[config.mk]
export PLATFORM = sky130hd
export DESIGN_NAME = instr_encoder_loader_flat
export DESIGN_NICKNAME = d
export VERILOG_FILES = /design/src/rtl/instr_encoder_loader_if.sv /design/src/rtl/instr_encoder_loader.sv /design/src/flat_wrapper.sv
export SDC_FILE = /design/constraint.sdc
export NUM_CORES = 1
export LEC_CHECK = 0
export CAP_MARGIN = 20
export CORE_ASPECT_RATIO = 0.8
export CORE_MARGIN = 2
export CORE_UTILIZATION = 30
export CTS_BUF_LIST = sky130_fd_sc_hd__clkbuf_16
export DETAILED_ROUTE_END_ITERATION = 8
export PLACE_DENSITY_LB_ADDON = 0.3
export SLEW_MARGIN = 30
export SYNTH_ARGS = -nofsm -noshare
export SYNTH_HDL_FRONTEND = slang
export SYNTH_SLANG_ARGS = --single-unit
[constraint.sdc]
create_clock -name clk -period 4.8 [get_ports clk]
set_input_delay 1.44 -clock clk [delete_from_list [all_inputs] [get_ports clk]]
set_output_delay 1.44 -clock clk [all_outputs]
set_load 0.01 [all_outputs]
[src/rtl/instr_encoder_loader_if.sv]
// Command and instruction-memory write bundle for instr_encoder_loader.
// master: command source + memory side; slave: the loader itself.
`timescale 1ns/1ps
interface instr_encoder_loader_if #(
   parameter int ADDR_W = 8
) ();
   logic              cmd_valid;
   logic              cmd_ready;
   logic [4:0]        cmd_op;
   logic [4:0]        cmd_ra;
   logic [4:0]        cmd_rb;
   logic [4:0]        cmd_rt;
   logic [20:0]       cmd_imm;
   logic              im_we;
   logic [ADDR_W-1:0] im_addr;
   logic [31:0]       im_wdata;
   logic              im_ack;

   modport master (
      output cmd_valid, cmd_op, cmd_ra, cmd_rb,
      output cmd_rt, cmd_imm, im_ack,
      input  cmd_ready, im_we, im_addr, im_wdata
   );

   modport slave (
      input  cmd_valid, cmd_op, cmd_ra, cmd_rb,
      input  cmd_rt, cmd_imm, im_ack,
      output cmd_ready, im_we, im_addr, im_wdata
   );
endinterface

[src/rtl/instr_encoder_loader.sv]
// instr_encoder_loader: encodes symbolic commands into 32-bit words,
// buffers them and writes them sequentially into instruction memory.
// Ports: clk, rst_n (async low); start/finish/base_addr control the run;
// bus (slave) carries cmd_* handshake and the im_* held-until-ack write
// port; busy/done/err_opcode/err_overflow/words_written report status.
`timescale 1ns/1ps
module instr_encoder_loader #(
   parameter int ADDR_W     = 8,
   parameter int FIFO_DEPTH = 4
) (
   input  logic                 clk,
   input  logic                 rst_n,
   input  logic                 start,
   input  logic                 finish,
   input  logic [ADDR_W-1:0]    base_addr,
   instr_encoder_loader_if.slave bus,
   output logic                 busy,
   output logic                 done,
   output logic                 err_opcode,
   output logic                 err_overflow,
   output logic [ADDR_W:0]      words_written
);

   localparam int PW = $clog2(FIFO_DEPTH);
   localparam logic [PW:0] FULL_CNT = (PW+1)'(FIFO_DEPTH);
   localparam logic [ADDR_W:0] SPACE = {1'b1, {ADDR_W{1'b0}}};

   typedef enum logic [1:0] {
      S_IDLE,
      S_RUN,
      S_DRAIN,
      S_DONE
   } state_t;

   typedef enum logic [2:0] {
      F_NONE,
      F_ALU,
      F_LD,
      F_ST,
      F_LDIL,
      F_BL,
      F_CMB,
      F_IMM
   } fmt_t;

   state_t state_q, state_d;

   logic [ADDR_W:0]   room_q;
   logic [ADDR_W:0]   pushed_q;
   logic              err_op_q;
   logic              err_ovf_q;

   logic [31:0]       mem_q [FIFO_DEPTH];
   logic [PW-1:0]     wr_ptr_q;
   logic [PW-1:0]     rd_ptr_q;
   logic [PW:0]       count_q;

   logic              im_we_q;
   logic [ADDR_W-1:0] im_addr_q;
   logic [31:0]       im_wdata_q;
   logic [ADDR_W:0]   written_q;

   logic              run;
   logic              start_ok;
   logic              fifo_full;
   logic              space_left;
   logic              ready;
   logic              accept;
   logic              legal;
   logic              push;
   logic              pop;
   logic              ovf_hit;

   fmt_t              fmt;
   logic [5:0]        opc;
   logic [5:0]        op2;
   logic [13:0]       lse14;
   logic [10:0]       lse11;
   logic [31:0]       enc_word;

   // ---------------- control ----------------
   assign run        = (state_q == S_RUN);
   assign start_ok   = start &&
                       (state_q == S_IDLE ||
                        state_q == S_DONE);
   assign fifo_full  = (count_q == FULL_CNT);
   // room_q is how many words fit between base_addr and the top
   assign space_left = (pushed_q < room_q);
   assign ready      = run && !fifo_full &&
                       !err_ovf_q && space_left;
   assign accept     = bus.cmd_valid && ready;
   assign legal      = (bus.cmd_op <= 5'd21);
   assign push       = accept && legal;
   assign pop        = im_we_q && bus.im_ack;
   assign ovf_hit    = run && bus.cmd_valid && !space_left;

   assign bus.cmd_ready = ready;
   assign bus.im_we     = im_we_q;
   assign bus.im_addr   = im_addr_q;
   assign bus.im_wdata  = im_wdata_q;

   assign busy          = (state_q == S_RUN) ||
                          (state_q == S_DRAIN);
   assign done          = (state_q == S_DONE);
   assign err_opcode    = err_op_q;
   assign err_overflow  = err_ovf_q;
   assign words_written = written_q;

   // ---------------- FSM ----------------
   always_ff @(posedge clk or negedge rst_n) begin
      if (!rst_n) begin
         state_q <= S_IDLE;
      end else begin
         state_q <= state_d;
      end
   end

   always_comb begin
      state_d = state_q;
      unique case (state_q)
         S_IDLE: begin
            if (start) state_d = S_RUN;
         end
         S_RUN: begin
            if (finish) state_d = S_DRAIN;
         end
         S_DRAIN: begin
            if (count_q == '0 && !im_we_q)
               state_d = S_DONE;
         end
         S_DONE: begin
            if (start) state_d = S_RUN;
         end
         default: state_d = S_IDLE;
      endcase
   end

   // ---------------- encoder ----------------
   // sign bit rotated into the LSB of the displacement fields
   assign lse14 = {bus.cmd_imm[12:0], bus.cmd_imm[13]};
   assign lse11 = {bus.cmd_imm[9:0], bus.cmd_imm[10]};

   always_comb begin
      fmt = F_NONE;
      opc = 6'b000000;
      op2 = 6'b000000;
      unique case (bus.cmd_op)
         5'd1: begin fmt = F_ALU; op2 = 6'b011000; end
         5'd2: begin fmt = F_ALU; op2 = 6'b011100; end
         5'd3: begin fmt = F_ALU; op2 = 6'b101000; end
         5'd4: begin fmt = F_ALU; op2 = 6'b010000; end
         5'd5: begin fmt = F_ALU; op2 = 6'b010100; end
         5'd6: begin fmt = F_ALU; op2 = 6'b001001; end
         5'd7: begin fmt = F_ALU; op2 = 6'b001010; end
         5'd8: begin fmt = F_ALU; op2 = 6'b001000; end
         5'd9:  begin fmt = F_LD; opc = 6'b010010; end
         5'd10: begin fmt = F_LD; opc = 6'b010001; end
         5'd11: begin fmt = F_LD; opc = 6'b010000; end
         5'd12: begin fmt = F_LD; opc = 6'b001101; end
         5'd13: begin fmt = F_LDIL; opc = 6'b001000; end
         5'd14: begin fmt = F_ST; opc = 6'b011010; end
         5'd15: begin fmt = F_ST; opc = 6'b011001; end
         5'd16: begin fmt = F_ST; opc = 6'b011000; end
         5'd17: begin fmt = F_BL; opc = 6'b111010; end
         5'd18: begin fmt = F_CMB; opc = 6'b100000; end
         5'd19: begin fmt = F_CMB; opc = 6'b100010; end
         5'd20: begin fmt = F_IMM; opc = 6'b101101; end
         5'd21: begin fmt = F_IMM; opc = 6'b100101; end
         default: fmt = F_NONE;
      endcase
   end

   always_comb begin
      enc_word = 32'h0;
      unique case (fmt)
         F_ALU:
            enc_word = {6'b000010, bus.cmd_rb,
                        bus.cmd_ra, 4'b0000, op2,
                        1'b0, bus.cmd_rt};
         F_LD:
            enc_word = {opc, bus.cmd_rb, bus.cmd_rt,
                        2'b00, lse14};
         F_ST:
            enc_word = {opc, bus.cmd_rb, bus.cmd_ra,
                        2'b00, lse14};
         F_LDIL:
            enc_word = {opc, bus.cmd_rt, bus.cmd_imm};
         F_BL:
            enc_word = {opc, bus.cmd_rt,
                        bus.cmd_imm[18:0], 2'b00};
         F_CMB:
            enc_word = {opc, bus.cmd_rb, bus.cmd_ra,
                        bus.cmd_rt[2:0],
                        bus.cmd_imm[10:0], 2'b00};
         F_IMM:
            enc_word = {opc, bus.cmd_ra, bus.cmd_rt,
                        5'b00000, lse11};
         default: enc_word = 32'h0;
      endcase
   end

   // ---------------- run counters / flags ----------------
   always_ff @(posedge clk or negedge rst_n) begin
      if (!rst_n) begin
         room_q    <= '0;
         pushed_q  <= '0;
         err_op_q  <= 1'b0;
         err_ovf_q <= 1'b0;
      end else if (start_ok) begin
         room_q    <= SPACE - {1'b0, base_addr};
         pushed_q  <= '0;
         err_op_q  <= 1'b0;
         err_ovf_q <= 1'b0;
      end else begin
         if (push) pushed_q <= pushed_q + 1'b1;
         if (accept && !legal) err_op_q <= 1'b1;
         if (ovf_hit) err_ovf_q <= 1'b1;
      end
   end

   // ---------------- FIFO ----------------
   always_ff @(posedge clk) begin
      if (push) mem_q[wr_ptr_q] <= enc_word;
   end

   always_ff @(posedge clk or negedge rst_n) begin
      if (!rst_n) begin
         wr_ptr_q <= '0;
         rd_ptr_q <= '0;
         count_q  <= '0;
      end else if (start_ok) begin
         wr_ptr_q <= '0;
         rd_ptr_q <= '0;
         count_q  <= '0;
      end else begin
         if (push) wr_ptr_q <= wr_ptr_q + 1'b1;
         if (pop)  rd_ptr_q <= rd_ptr_q + 1'b1;
         unique case ({push, pop})
            2'b10:   count_q <= count_q + 1'b1;
            2'b01:   count_q <= count_q - 1'b1;
            default: count_q <= count_q;
         endcase
      end
   end

   // ---------------- write port ----------------
   // The head stays in the FIFO until acknowledged, so the in-flight
   // word still occupies a slot; the port idles one cycle after ack.
   always_ff @(posedge clk or negedge rst_n) begin
      if (!rst_n) begin
         im_we_q    <= 1'b0;
         im_addr_q  <= '0;
         im_wdata_q <= '0;
         written_q  <= '0;
      end else if (start_ok) begin
         im_we_q    <= 1'b0;
         im_addr_q  <= base_addr;
         written_q  <= '0;
      end else if (pop) begin
         im_we_q   <= 1'b0;
         written_q <= written_q + 1'b1;
         // saturate at the top word instead of wrapping to 0
         if (im_addr_q != {ADDR_W{1'b1}})
            im_addr_q <= im_addr_q + 1'b1;
      end else if (!im_we_q && count_q != '0) begin
         im_we_q    <= 1'b1;
         im_wdata_q <= mem_q[rd_ptr_q];
      end
   end

endmodule
[src/flat_wrapper.sv]
// flat-port wrapper written by rule: the top's interface ports become plain ports
module instr_encoder_loader_flat 
#(
   parameter int ADDR_W     = 8,
   parameter int FIFO_DEPTH = 4
)
  (clk, rst_n, start, finish, base_addr, busy, done, err_opcode, err_overflow, words_written, bus_cmd_valid, bus_cmd_op, bus_cmd_ra, bus_cmd_rb, bus_cmd_rt, bus_cmd_imm, bus_im_ack, bus_cmd_ready, bus_im_we, bus_im_addr, bus_im_wdata);
  instr_encoder_loader_if #(.ADDR_W(ADDR_W)) bus_i ();
  input  logic clk;
  input  logic rst_n;
  input  logic start;
  input  logic finish;
  input  logic [ADDR_W-1:0] base_addr;
  output logic busy;
  output logic done;
  output logic err_opcode;
  output logic err_overflow;
  output logic [ADDR_W:0] words_written;
  input wire logic [$bits(bus_i.cmd_valid)-1:0] bus_cmd_valid;
  input wire logic [$bits(bus_i.cmd_op)-1:0] bus_cmd_op;
  input wire logic [$bits(bus_i.cmd_ra)-1:0] bus_cmd_ra;
  input wire logic [$bits(bus_i.cmd_rb)-1:0] bus_cmd_rb;
  input wire logic [$bits(bus_i.cmd_rt)-1:0] bus_cmd_rt;
  input wire logic [$bits(bus_i.cmd_imm)-1:0] bus_cmd_imm;
  input wire logic [$bits(bus_i.im_ack)-1:0] bus_im_ack;
  output wire logic [$bits(bus_i.cmd_ready)-1:0] bus_cmd_ready;
  output wire logic [$bits(bus_i.im_we)-1:0] bus_im_we;
  output wire logic [$bits(bus_i.im_addr)-1:0] bus_im_addr;
  output wire logic [$bits(bus_i.im_wdata)-1:0] bus_im_wdata;
  assign bus_i.cmd_valid = bus_cmd_valid;
  assign bus_i.cmd_op = bus_cmd_op;
  assign bus_i.cmd_ra = bus_cmd_ra;
  assign bus_i.cmd_rb = bus_cmd_rb;
  assign bus_i.cmd_rt = bus_cmd_rt;
  assign bus_i.cmd_imm = bus_cmd_imm;
  assign bus_i.im_ack = bus_im_ack;
  assign bus_cmd_ready = bus_i.cmd_ready;
  assign bus_im_we = bus_i.im_we;
  assign bus_im_addr = bus_i.im_addr;
  assign bus_im_wdata = bus_i.im_wdata;
  instr_encoder_loader #(.ADDR_W(ADDR_W), .FIFO_DEPTH(FIFO_DEPTH)) u_core (.clk(clk), .rst_n(rst_n), .start(start), .finish(finish), .base_addr(base_addr), .bus(bus_i), .busy(busy), .done(done), .err_opcode(err_opcode), .err_overflow(err_overflow), .words_written(words_written));
endmodule
# Word level (Yosys, flattened, before mapping)
# Memory sizes are Yosys's and may differ from the RTL's. A register that Yosys moved wholly into a read port is not among the register bits.
# Index checks and enable logic that the tools add are counted.
[totals]
reg_bits = 47
ram_bits = 128
inputBits = 55
out_inout_bits = 55
wordCells = 131
n_memories = 1
[mem_list]
columns = ["name", "words", "width", "read_ports", "rd_ports_with_merged_regs", "write_ports", "line_no", "source"]
rows = [
  ["u_core.mem_q", 4, 32, 1, 1, 1, "instr_encoder_loader.sv:53", "logic [31:0] mem_q [FIFO_DEPTH];"],
]
[op_classes]
n_addsub = 8
n_lt_le_gt_ge = 2
n_eq_ne = 38
n_mux = 30
n_bitwise = 2
n_reduce_logical = 39
[ops]
columns = ["cell", "n"]
rows = [
  ["32-bit one-hot mux with 7 select lines", 1],
  ["6-bit one-hot mux with 13 select lines", 1],
  ["6-bit one-hot mux with 8 select lines", 1],
  ["5-bit by 4-bit equality test with 1-bit output, second input constant", 8],
  ["9-bit 2-to-1 mux", 4],
  ["5-bit equality test, second input constant", 6],
  ["8-bit 2-to-1 mux", 3],
  ["3-bit one-hot mux with 7 select lines", 1],
  ["5-bit by 3-bit equality test with 1-bit output, second input constant", 4],
  ["9-bit by 1-bit adder with 9-bit output, second input constant", 2],
  ["3-bit equality test, second input constant", 5],
  ["2-bit 2-to-1 mux", 7],
  ["1-bit logical AND", 12],
  ["5-bit by 2-bit equality test with 1-bit output, second input constant", 2],
  ["2-bit nonzero test", 5],
  ["9-bit < comparator", 1],
  ["1-bit 2-to-1 mux", 9],
  ["3-bit nonzero test", 3],
  ["9-bit by 8-bit subtractor with 9-bit output, first input constant", 1],
  ["8-bit by 1-bit adder with 8-bit output, second input constant", 1],
  ["8-bit inequality test, second input constant", 1],
  ["8-bit OR reduction", 1],
  ["2-bit equality test, second input constant", 3],
  ["3-bit by 2-bit equality test with 1-bit output, second input constant", 2],
  ["other kinds (22)", 35],
]

# Logic depth before layout (Yosys ltp)
# Gate-level depths: netlist of run 1.
[depth]
ltp_word = 10
depth_mapped = 12
depth_no_buf = 12

# Worst setup path after synthesis of run 1
# OpenSTA, ideal clock, no wires.
[synth_timing]
path_type = "register to output"
start = "register u_core.pushed_q[6]"
end = "output bus_cmd_ready"
t_arrival_ps = 1943
required_ps = 3360
setup_slack_ps = 1417
stages_incl_launch_ff = 7
path_buffers = 1
cell_sequence = "dfrtp_1 ha_1 a211oi_2 o21bai_1 a211o_1 buf_2 nor4b_1"
[synth_via]
elab_chain_cells = 2
[synth_rtl]
columns = ["item", "line_no", "source"]
rows = [
  ["start, declared", "instr_encoder_loader.sv:49", "logic [ADDR_W:0] pushed_q;"],
  ["start signal, assigned", "instr_encoder_loader.sv:215", "if (push) pushed_q <= pushed_q + 1'b1;"],
  ["9-bit < comparator", "instr_encoder_loader.sv:88", "assign space_left = (pushed_q < room_q);"],
  ["1-bit logical AND", "instr_encoder_loader.sv:90", "!err_ovf_q && space_left;"],
  ["end, declared", "flat_wrapper.sv:26", "output wire logic [$bits(bus_i.cmd_ready)-1:0] bus_cmd_ready;"],
]
# Every way passes these cells.

# Worst setup path after layout of run 1
# Ends and elaborated chain as after synthesis.

==> metrics, run 1 <==
post_cts resized=0; clock root cell=clkbuf_16; vias=6029; Worst Hold Class=reg -> reg; clock-pin slew on the worst setup and hold paths=60 ps; number of buffers created by CTS=24; Worst VDD drop=0.251 mV; die width=203 um; DP Cell Count=1193; Post-synth top flop=edfxtp_1; Hold Startpoint=u_core.bus.im_wdata[24]; hold path cells=1; met2 WL=10.6 mm; Crit. End Element=output pin; Post-CTS Setup Bufs=0; Worst-Margin Slew=770 ps; # DRC=0; Die ar.=33000 um^2; Synth Area in Adders=2.86%; CTS tree=yes; EDFF count, synth=128; GRT Residual Overflow=0; diode count=0; via/cell ratio=4.87; Post-Route M1 WL=10.6 mm; max_cap viols=0; Reg2Reg Depth=11; worst setup path class=reg -> out; Top Metal Used=met5; largest family of logic cells by synthesized area=multiplexers; sw frac=29.8%; crit path launch type=flip-flop; Clock Skews=17.4 ps; final non-filler cell total=1237; share of layout cells above drive strength 1=15.3%; part of the power in registers=39.7%; FF+latch count, synth=207; core area=31300 um^2; wire per inst=18.4 um; Req. time, crit path=3360 ps; Placement Setup Slack=852 ps; clock buffer depth=3; setup TNS=0 ps; Pwr Density=537 nW/um^2; Sw Pwr=1900 uW; Synth Area in Compound Gates=9.05%; IO Count=110; post-synthesis simple-gate area fraction=9.69%; syn_nets=756; final hold violations=0; Comb pwr share=30.7%; clk sink count=207; Max FO, Critical Path=18; RSZ-0062 raised after global routing=no; largest net degree at the start of global routing=68; # nets final=875; vias in the first global route=5974; worst reg2reg startpoint=u_core.pushed_q[6]; initial antenna violation count=1; Avg Inst Size Synth=13.9 um^2; YS warnings=0; Synth async-reset ratio=38.2%; Layout area overhead=25.5%; register area share after synthesis=61.5%; Die Ht=163 um; footprint of the multi-input gates=3400 um^2; Yosys cell types=63; Tcrit/Tclk final=93.2%; Storage cell area=5820 um^2; drt initial violations=419; Initial DRT Pass Iterations=5; first-pass GRT wire length=35.7 mm; Slew Limit Headroom=48.5%; routability cong.=0.788; mux cell area share after synthesis=12.3%; drt total wl=22.8 mm; number of hold buffers added after CTS=0; fillers=2970; post-synthesis xor/xnor area fraction=2.04%; Finish-stage setup viols=0; Overall Global Routing Usage=13.8%; minimum clock period=4470 ps; Skew-Pair Late Insertion Delay=520 ps; post-route ant nets=0; synthesized netlist cell count=680; hold endpoint=u_core.bus.im_wdata[24]; routed length on met3=1.01 mm; Mapped Area=9470 um^2; DP HPWL=15.2 mm; Max Slew Vio Count=0; clock network power share=29.6%; FF-to-FF End=u_core.count_q[2]; Pleak=0.00448 uW; Buffers on Ports=109; initial core utilization=30.3%; Int Power=4480 uW; Reg2Reg Setup Slack=1700 ps; CTS H-Tree Depth=1; row count=58; Final WS setup=328 ps; outcome=finished clean; CP Data Arrival Time=3030 ps; Max Clk Rate=224 MHz
[worst max-delay path by stage]
stage | from | to | slack, ps | depth (start not counted)
global placement | bus_cmd_valid | u_core.count_q[2] | 860 | 11
detailed placement | bus_cmd_op[2] | u_core.count_q[2] | 850 | 12
CTS | u_core.pushed_q[6] | bus_cmd_ready | 310 | 6
floorplan | u_core.pushed_q[6] | bus_cmd_ready | 1420 | 6
global route | u_core.pushed_q[6] | bus_cmd_ready | 190 | 6
finish | u_core.pushed_q[6] | bus_cmd_ready | 330 | 6
[power by group through the flow]
stage | Combinational (uW) | Clock (uW) | Sequential, uW
final | 1960 | 1890 | 2530
after detailed placement | 1980 | 0 | 2570
after floorplan | 1150 | 0 | 2560
after CTS | 1990 | 1940 | 2540
after global routing | 2150 | 2010 | 2590
after global placement | 1970 | 0 | 2570
[synthesized netlist by cell type (5+ instances only)]
| library cell | count | area [um^2] |
|---|---|---|
| mux4_2 | 32 | 721 |
| a221o_1 | 11 | 110 |
| buf_2 | 16 | 80.1 |
| and3_1 | 12 | 75.1 |
| or4_1 | 5 | 37.5 |
| nor3_1 | 5 | 25.0 |
| inv_1 | 19 | 71.3 |
| nor2_1 | 30 | 113 |
| a222oi_1 | 5 | 50.1 |
| a21oi_1 | 23 | 115 |
| edfxtp_1 | 128 | 3840 |
| clkbuf_1 | 15 | 56.3 |
| a21o_1 | 9 | 67.6 |
| o21ai_0 | 35 | 175 |
| mux2i_1 | 7 | 70.1 |
| nor2b_1 | 9 | 56.3 |
| ha_1 | 20 | 250 |
| nand2_1 | 61 | 229 |
| xnor2_1 | 7 | 61.3 |
| or3_1 | 5 | 31.3 |
| nand2b_1 | 11 | 68.8 |
| mux2_2 | 30 | 338 |
| nand3_1 | 12 | 60.1 |
| a22o_1 | 12 | 105 |
| nand4_1 | 9 | 56.3 |
| xor2_1 | 15 | 131 |
| dfrtp_1 | 79 | 1980 |
[final cells by class]
class	instances	share of cell area, %
tap	420	4.42
clock inverter	20	1.92
multi-input combinational	419	28.7
timing repair buffer	127	10.3
clock buffer	24	5.05
inverter	20	0.632
sequential	207	49.0
[per-stage QoR]
step	hold slack (ps)	util, %	power, uW	cell area [um^2]
4_1_cts	493	38.0	6470	11900
6_report	488	38.0	6380	11900
3_5_place_dp	481	35.3	4560	11000
5_1_grt	511	38.0	6750	11900
2_1_floorplan	438	-	3710	9470
3_3_place_gp	471	35.3	4540	11000
[layer usage]
metal	GRT usage (%)	vias up
li1	-	2841
met4	3.58	2
met5	0	-
met3	2.36	36
met1	19.7	3018
met2	21.9	132
[critical path: stages (launching register included)]
cell	delay, ps
dfrtp_1	420
ha_1	340
a211oi_2	180
o21bai_1	130
a211o_1	490
nor4b_1	370
clkdlybuf4s50_1	600
[registers in the layout, indices dropped and copies added (netlist names)]
signal / cells
u_core.err_opcode: 1
u_core.bus.im_addr: 8
u_core.bus.im_we: 1
u_core.err_overflow: 1
u_core.mem_q: 128
u_core.count_q: 3
u_core.bus.im_wdata: 32
u_core.room_q: 9
u_core.state_q: 2
u_core.wr_ptr_q: 2
u_core.words_written: 9
u_core.rd_ptr_q: 2
u_core.pushed_q: 9
[layout by cell type, fill, tap and decap left out, types with 11 or more instances in the layout]
cell and instances:
clkbuf_16 24, a221o_1 11, nor2_1 30, nand2_1 61, inv_1 27, edfxtp_1 128
clkdlybuf4s50_1 108, a21oi_1 23, xor2_1 15, o21ai_0 35, nand2b_1 11, a22o_1 12
nand3_1 12, ha_1 20, mux2_2 30, mux4_2 32, dfrtp_1 78, buf_4 18
and3_1 12
[logic make-up after synthesis]
group / Yosys count
simple gates: 181
mux: 72
fa+ha+maj: 21
xor+xnor: 22
buf+inv: 54
flops: 207
compound gates: 123
Note: power is estimated with default switching activity, not from simulation.
==> run 2, diff against run 1 <==
clock period = 4.71 ns   (was 4.8 ns; I/O delays follow)
==> metrics, run 2 (same netlist as run 1, synthesis figures left out) <==
Worst Hold Class=reg -> reg (unchanged); RSZ-0062 raised after global routing=no (unchanged); worst setup path class=reg -> out (unchanged); Die Ht=163 um (unchanged); Slew Limit Headroom=48.9% (was 48.5%); initial antenna violation count=0 (was 1); crit path cell chain=ha_1 > a211oi_2 > o21bai_1 > a211o_1 > nor4b_1 > clkdlybuf4s50_1 (unchanged); Worst VDD drop=0.267 mV (was 0.251 mV); row count=58 (unchanged); # DRC=0 (unchanged); # nets final=878 (was 875); Finish-stage setup viols=0 (unchanged); Top Metal Used=met4 (was met5); outcome=finished clean (unchanged); vias=6023 (was 6029); minimum clock period=4190 ps; commonest non-fill, non-tap cells in the layout=edfxtp_1, clkdlybuf4s50_1, dfrtp_1, nand2_1, o21ai_0 (unchanged); delay-heaviest family, CP=compound AO/OA/AOI/OAI gates (unchanged); routability cong.=0.798 (was 0.788); setup TNS=0 ps (unchanged); Max Slew Vio Count=0 (unchanged); met2 WL=10.6 mm (about the same); CP max stage cell=clkdlybuf4s50_1 (unchanged); post-route ant nets=0 (unchanged); via/cell ratio=4.85 (was 4.87); Max FO, Critical Path=5 (was 18); drt initial violations=349 (was 419); Req. time, crit path=3300 ps (was 3360 ps); post_cts resized=0 (unchanged); number of hold buffers added after CTS=0 (unchanged); crit path launch type=flip-flop (unchanged); wire per inst=18.2 um (was 18.4 um); Post-Route M1 WL=10.5 mm (was 10.6 mm); Layout area overhead=25.6% (was 25.5%); clk sink count=207 (unchanged); commonest non-fill, non-tap cell in the layout=edfxtp_1 (unchanged); clock buffer depth=3 (unchanged); clock root cell=clkbuf_16 (unchanged); Crit. End Element=output pin (unchanged); drt total wl=22.6 mm (was 22.8 mm); max_cap viols=0 (unchanged); Clock Skews=8.39 ps (was 17.4 ps); max FFs per register=128 (unchanged); final non-filler cell total=1241 (was 1237); Die ar.=33000 um^2 (unchanged); biggest cell delay along the critical path=600 ps (about the same); CTS H-Tree Depth=1 (unchanged); core area=31300 um^2 (unchanged); IO Count=110 (unchanged); number of buffers created by CTS=25 (was 24); Initial DRT Pass Iterations=5 (unchanged); Tcrit/Tclk final=88.9%; final hold violations=0 (unchanged); vias in the first global route=6125 (was 5974); CTS tree=yes (unchanged); Pwr Density=543 nW/um^2 (was 537 nW/um^2); CP Data Arrival Time=2770 ps (was 3030 ps); DP HPWL=15.1 mm (was 15.2 mm); Skew-Pair Late Insertion Delay=520 ps (about the same); first-pass GRT wire length=35.8 mm (was 35.7 mm); Post-CTS Setup Bufs=0 (unchanged); diode count=0 (unchanged); initial core utilization=30.3% (unchanged); routed length on met3=960 um (was 1.01 mm); Overall Global Routing Usage=13.9% (was 13.8%); share of layout cells above drive strength 1=16.1% (was 15.3%); Buf/Inv on CP=1 (unchanged); clock-pin slew on the worst setup and hold paths=60 ps (about the same); Worst-Margin Slew=767 ps (was 770 ps); Reg with most FFs=u_core.mem_q (unchanged); fillers=2957 (was 2970); Buffers on Ports=109 (unchanged); die width=203 um (unchanged); DP Cell Count=1195 (was 1193); GRT Residual Overflow=0 (unchanged); Max Clk Rate=239 MHz; largest net degree at the start of global routing=46 (was 68); Pleak=0.00446 uW (was 0.00448 uW)
-- run 2: final cells by class --
class	instances	area [um^2]	share of cell area (%)
sequential	207	5820	49.0
clock buffer	25	626	5.26
tap	420	526	4.42
multi-input combinational	419	3400	28.6
clock inverter	21	194	1.63
inverter	20	75.1	0.632
timing repair buffer	129	1240	10.4
-- run 2: report_power, final --
part / switching (uW) / total, uW / internal (uW)
logic: 934 / 1980 / 1050
clock network: 746 / 1880 / 1140
registers: 267 / 2590 / 2320
total: 1950 / 6450 / 4500
-- run 2: worst paths after layout --
path / from / end / cells after the start / slack [ps]
worst min-delay path: u_core.room_q[4] / u_core.room_q[4] / 2 / 480
min in group asynchronous: rst_n / u_core.words_written[3] / 1 / 930
worst max-delay path: u_core.pushed_q[6] / bus_cmd_ready / 6 / 520
worst min register to register: u_core.room_q[4] / u_core.room_q[4] / 2 / 480
worst max register to register: u_core.pushed_q[6] / u_core.count_q[2] / 12 / 1670
max in group asynchronous: rst_n / u_core.count_q[1] / 2 / 3000
-- run 2: per-layer routing --
metal  track usage, %  vias to the layer above
met3             2.34                       36
met2             22.8                      120
li1                 -                     2842
met5                0                        -
met4             3.58                        0
met1             19.1                     3025
-- run 2: through the flow --
step                      total power, uW  hold slack, ps  area (um^2)  setup slack [ps]  utilization [%]
after floorplan                      3780             438         9470              1350                -
after global placement               4620             468        11100               952             35.4
after detailed placement             4660             479        11100               937             35.4
after CTS                            6570             496        11900               470             38.0
after global routing                 6850             513        11900               303             38.0
final                                6450             485        11900               524             38.0
-- run 2: tightest hold or removal path: cells and delay by family (launching register included) --
family	cells	cell delay, ps
AOI/OAI and AO/OA	1	60
DFF	1	340
and+or+nand+nor	1	50
==> run 3, diff against run 2 <==
clock period = 4.9 ns   (was 4.71 ns; I/O delays follow)
==> metrics, run 3 (same netlist as run 1, synthesis figures left out) <==
Pwr Density=526 nW/um^2 (was 543 nW/um^2); clock buffer depth=3 (unchanged); Layout area overhead=25.6% (about the same); commonest non-fill, non-tap cells in the layout=edfxtp_1, clkdlybuf4s50_1, dfrtp_1, nand2_1, o21ai_0 (unchanged); drt initial violations=395 (was 349); first-pass GRT wire length=35.5 mm (was 35.8 mm); share of layout cells above drive strength 1=15.3% (was 16.1%); Overall Global Routing Usage=13.8% (was 13.9%); final hold violations=0 (unchanged); vias in the first global route=6064 (was 6125); DP Cell Count=1194 (was 1195); number of hold buffers added after CTS=0 (unchanged); Max FO, Critical Path=18 (was 5); # nets final=876 (was 878); Clock Skews=16.2 ps (was 8.39 ps); Post-CTS Setup Bufs=0 (unchanged); diode count=0 (unchanged); minimum clock period=4490 ps; CP Data Arrival Time=3020 ps (was 2770 ps); wire per inst=18.2 um (about the same); outcome=finished clean (unchanged); post_cts resized=0 (unchanged); # DRC=0 (unchanged); Worst VDD drop=0.304 mV (was 0.267 mV); setup TNS=0 ps (unchanged); final non-filler cell total=1238 (was 1241); Finish-stage setup viols=0 (unchanged); Crit. End Element=output pin (unchanged); Max Slew Vio Count=0 (unchanged); IO Count=110 (unchanged); Worst Hold Class=reg -> reg (unchanged); row count=58 (unchanged); fillers=2922 (was 2957); largest net degree at the start of global routing=65 (was 46); Die Ht=163 um (unchanged); Reg with most FFs=u_core.mem_q (unchanged); Slew Limit Headroom=45.3% (was 48.9%); WHS=486 ps (was 485 ps); drt total wl=22.5 mm (was 22.6 mm); post-route ant nets=0 (unchanged); number of buffers created by CTS=24 (was 25); commonest non-fill, non-tap cell in the layout=edfxtp_1 (unchanged); Tcrit/Tclk final=91.6%; CTS tree=yes (unchanged); clock root cell=clkbuf_16 (unchanged); Pleak=0.00448 uW (was 0.00446 uW); via/cell ratio=4.86 (was 4.85); Worst-Margin Slew=818 ps (was 767 ps); Max Clk Rate=223 MHz; max FFs per register=128 (unchanged); clock-pin slew on the worst setup and hold paths=50 ps (was 60 ps); Die ar.=33000 um^2 (unchanged); crit path launch type=flip-flop (unchanged); vias=6018 (was 6023); Skew-Pair Late Insertion Delay=520 ps (about the same); initial antenna violation count=0 (unchanged); Initial DRT Pass Iterations=6 (was 5); GRT Residual Overflow=0 (unchanged); die width=203 um (unchanged); core area=31300 um^2 (unchanged); RSZ-0062 raised after global routing=no (unchanged); Buffers on Ports=109 (unchanged); Req. time, crit path=3430 ps (was 3300 ps); routability cong.=0.823 (was 0.798); max_cap viols=0 (unchanged); DP HPWL=15.1 mm (about the same); clk sink count=207 (unchanged); CTS H-Tree Depth=1 (unchanged); initial core utilization=30.3% (unchanged); worst setup path class=reg -> out (unchanged)
[run 3: changes by cell type in the layout (fill, tap and decap cells not counted)]
cell,change
clkinvlp_4,-5
inv_1,+3
buf_4,-2
bufinv_16,+2
clkinv_2,-2
buf_6,+1
clkbuf_16,-1
clkinv_1,+1
clkinv_8,+1
inv_8,-1
[run 3: worst paths after layout]
| kind | start | end | slack, ps | cells past startpoint |
|---|---|---|---|---|
| max | u_core.pushed_q[6] | bus_cmd_ready | 410 | 6 |
| min | u_core.room_q[6] | u_core.room_q[6] | 490 | 2 |
| max reg2reg | u_core.pushed_q[6] | u_core.count_q[2] | 1820 | 11 |
| min reg2reg | u_core.room_q[6] | u_core.room_q[6] | 490 | 2 |
| max in group asynchronous | rst_n | u_core.bus.im_wdata[8] | 3230 | 2 |
| min in group asynchronous | rst_n | u_core.words_written[3] | 970 | 1 |
[run 3: cell type report]
type / count / area [um^2] / share of cell area (%)
inverters: 20 / 75.1 / 0.631
well taps: 420 / 526 / 4.42
multi-input cells: 419 / 3400 / 28.6
flip-flops and latches: 207 / 5820 / 49.0
repair buffers: 128 / 1230 / 10.4
clock buffers: 24 / 601 / 5.05
clock inverters: 20 / 226 / 1.90
[run 3: per-layer routing]
| layer | share of wire, % | global-route usage [%] | vias up |
|---|---|---|---|
| met5 | 0 | 0 | - |
| met4 | 2.4 | 4.11 | 0 |
| met3 | 4.6 | 2.32 | 32 |
| met2 | 46 | 22.1 | 129 |
| met1 | 47 | 19.4 | 3013 |
| li1 | - | - | 2844 |
[run 3: stage by stage]
| stage | worst slack [ps] | area, um^2 | utilization, % | total power (uW) |
|---|---|---|---|---|
| 6_report | 410 | 11900 | 38.0 | 6260 |
| 3_5_place_dp | 887 | 11100 | 35.4 | 4480 |
| 5_1_grt | 282 | 11900 | 38.0 | 6640 |
| 2_1_floorplan | 1490 | 9470 | - | 3630 |
| 3_3_place_gp | 919 | 11100 | 35.3 | 4460 |
| 4_1_cts | 372 | 11900 | 38.0 | 6370 |
[run 3: worst max-delay path: stages (launching register included)]
cell and delay [ps]:
dfrtp_1 430, ha_1 340, a211oi_2 180, o21bai_1 120, a211o_1 490, nor4b_1 350
clkdlybuf4s50_1 600
[run 3: power breakdown]
part	internal [uW]	switching [uW]
clock	1150	698
sequential	2230	234
combinational	1020	926
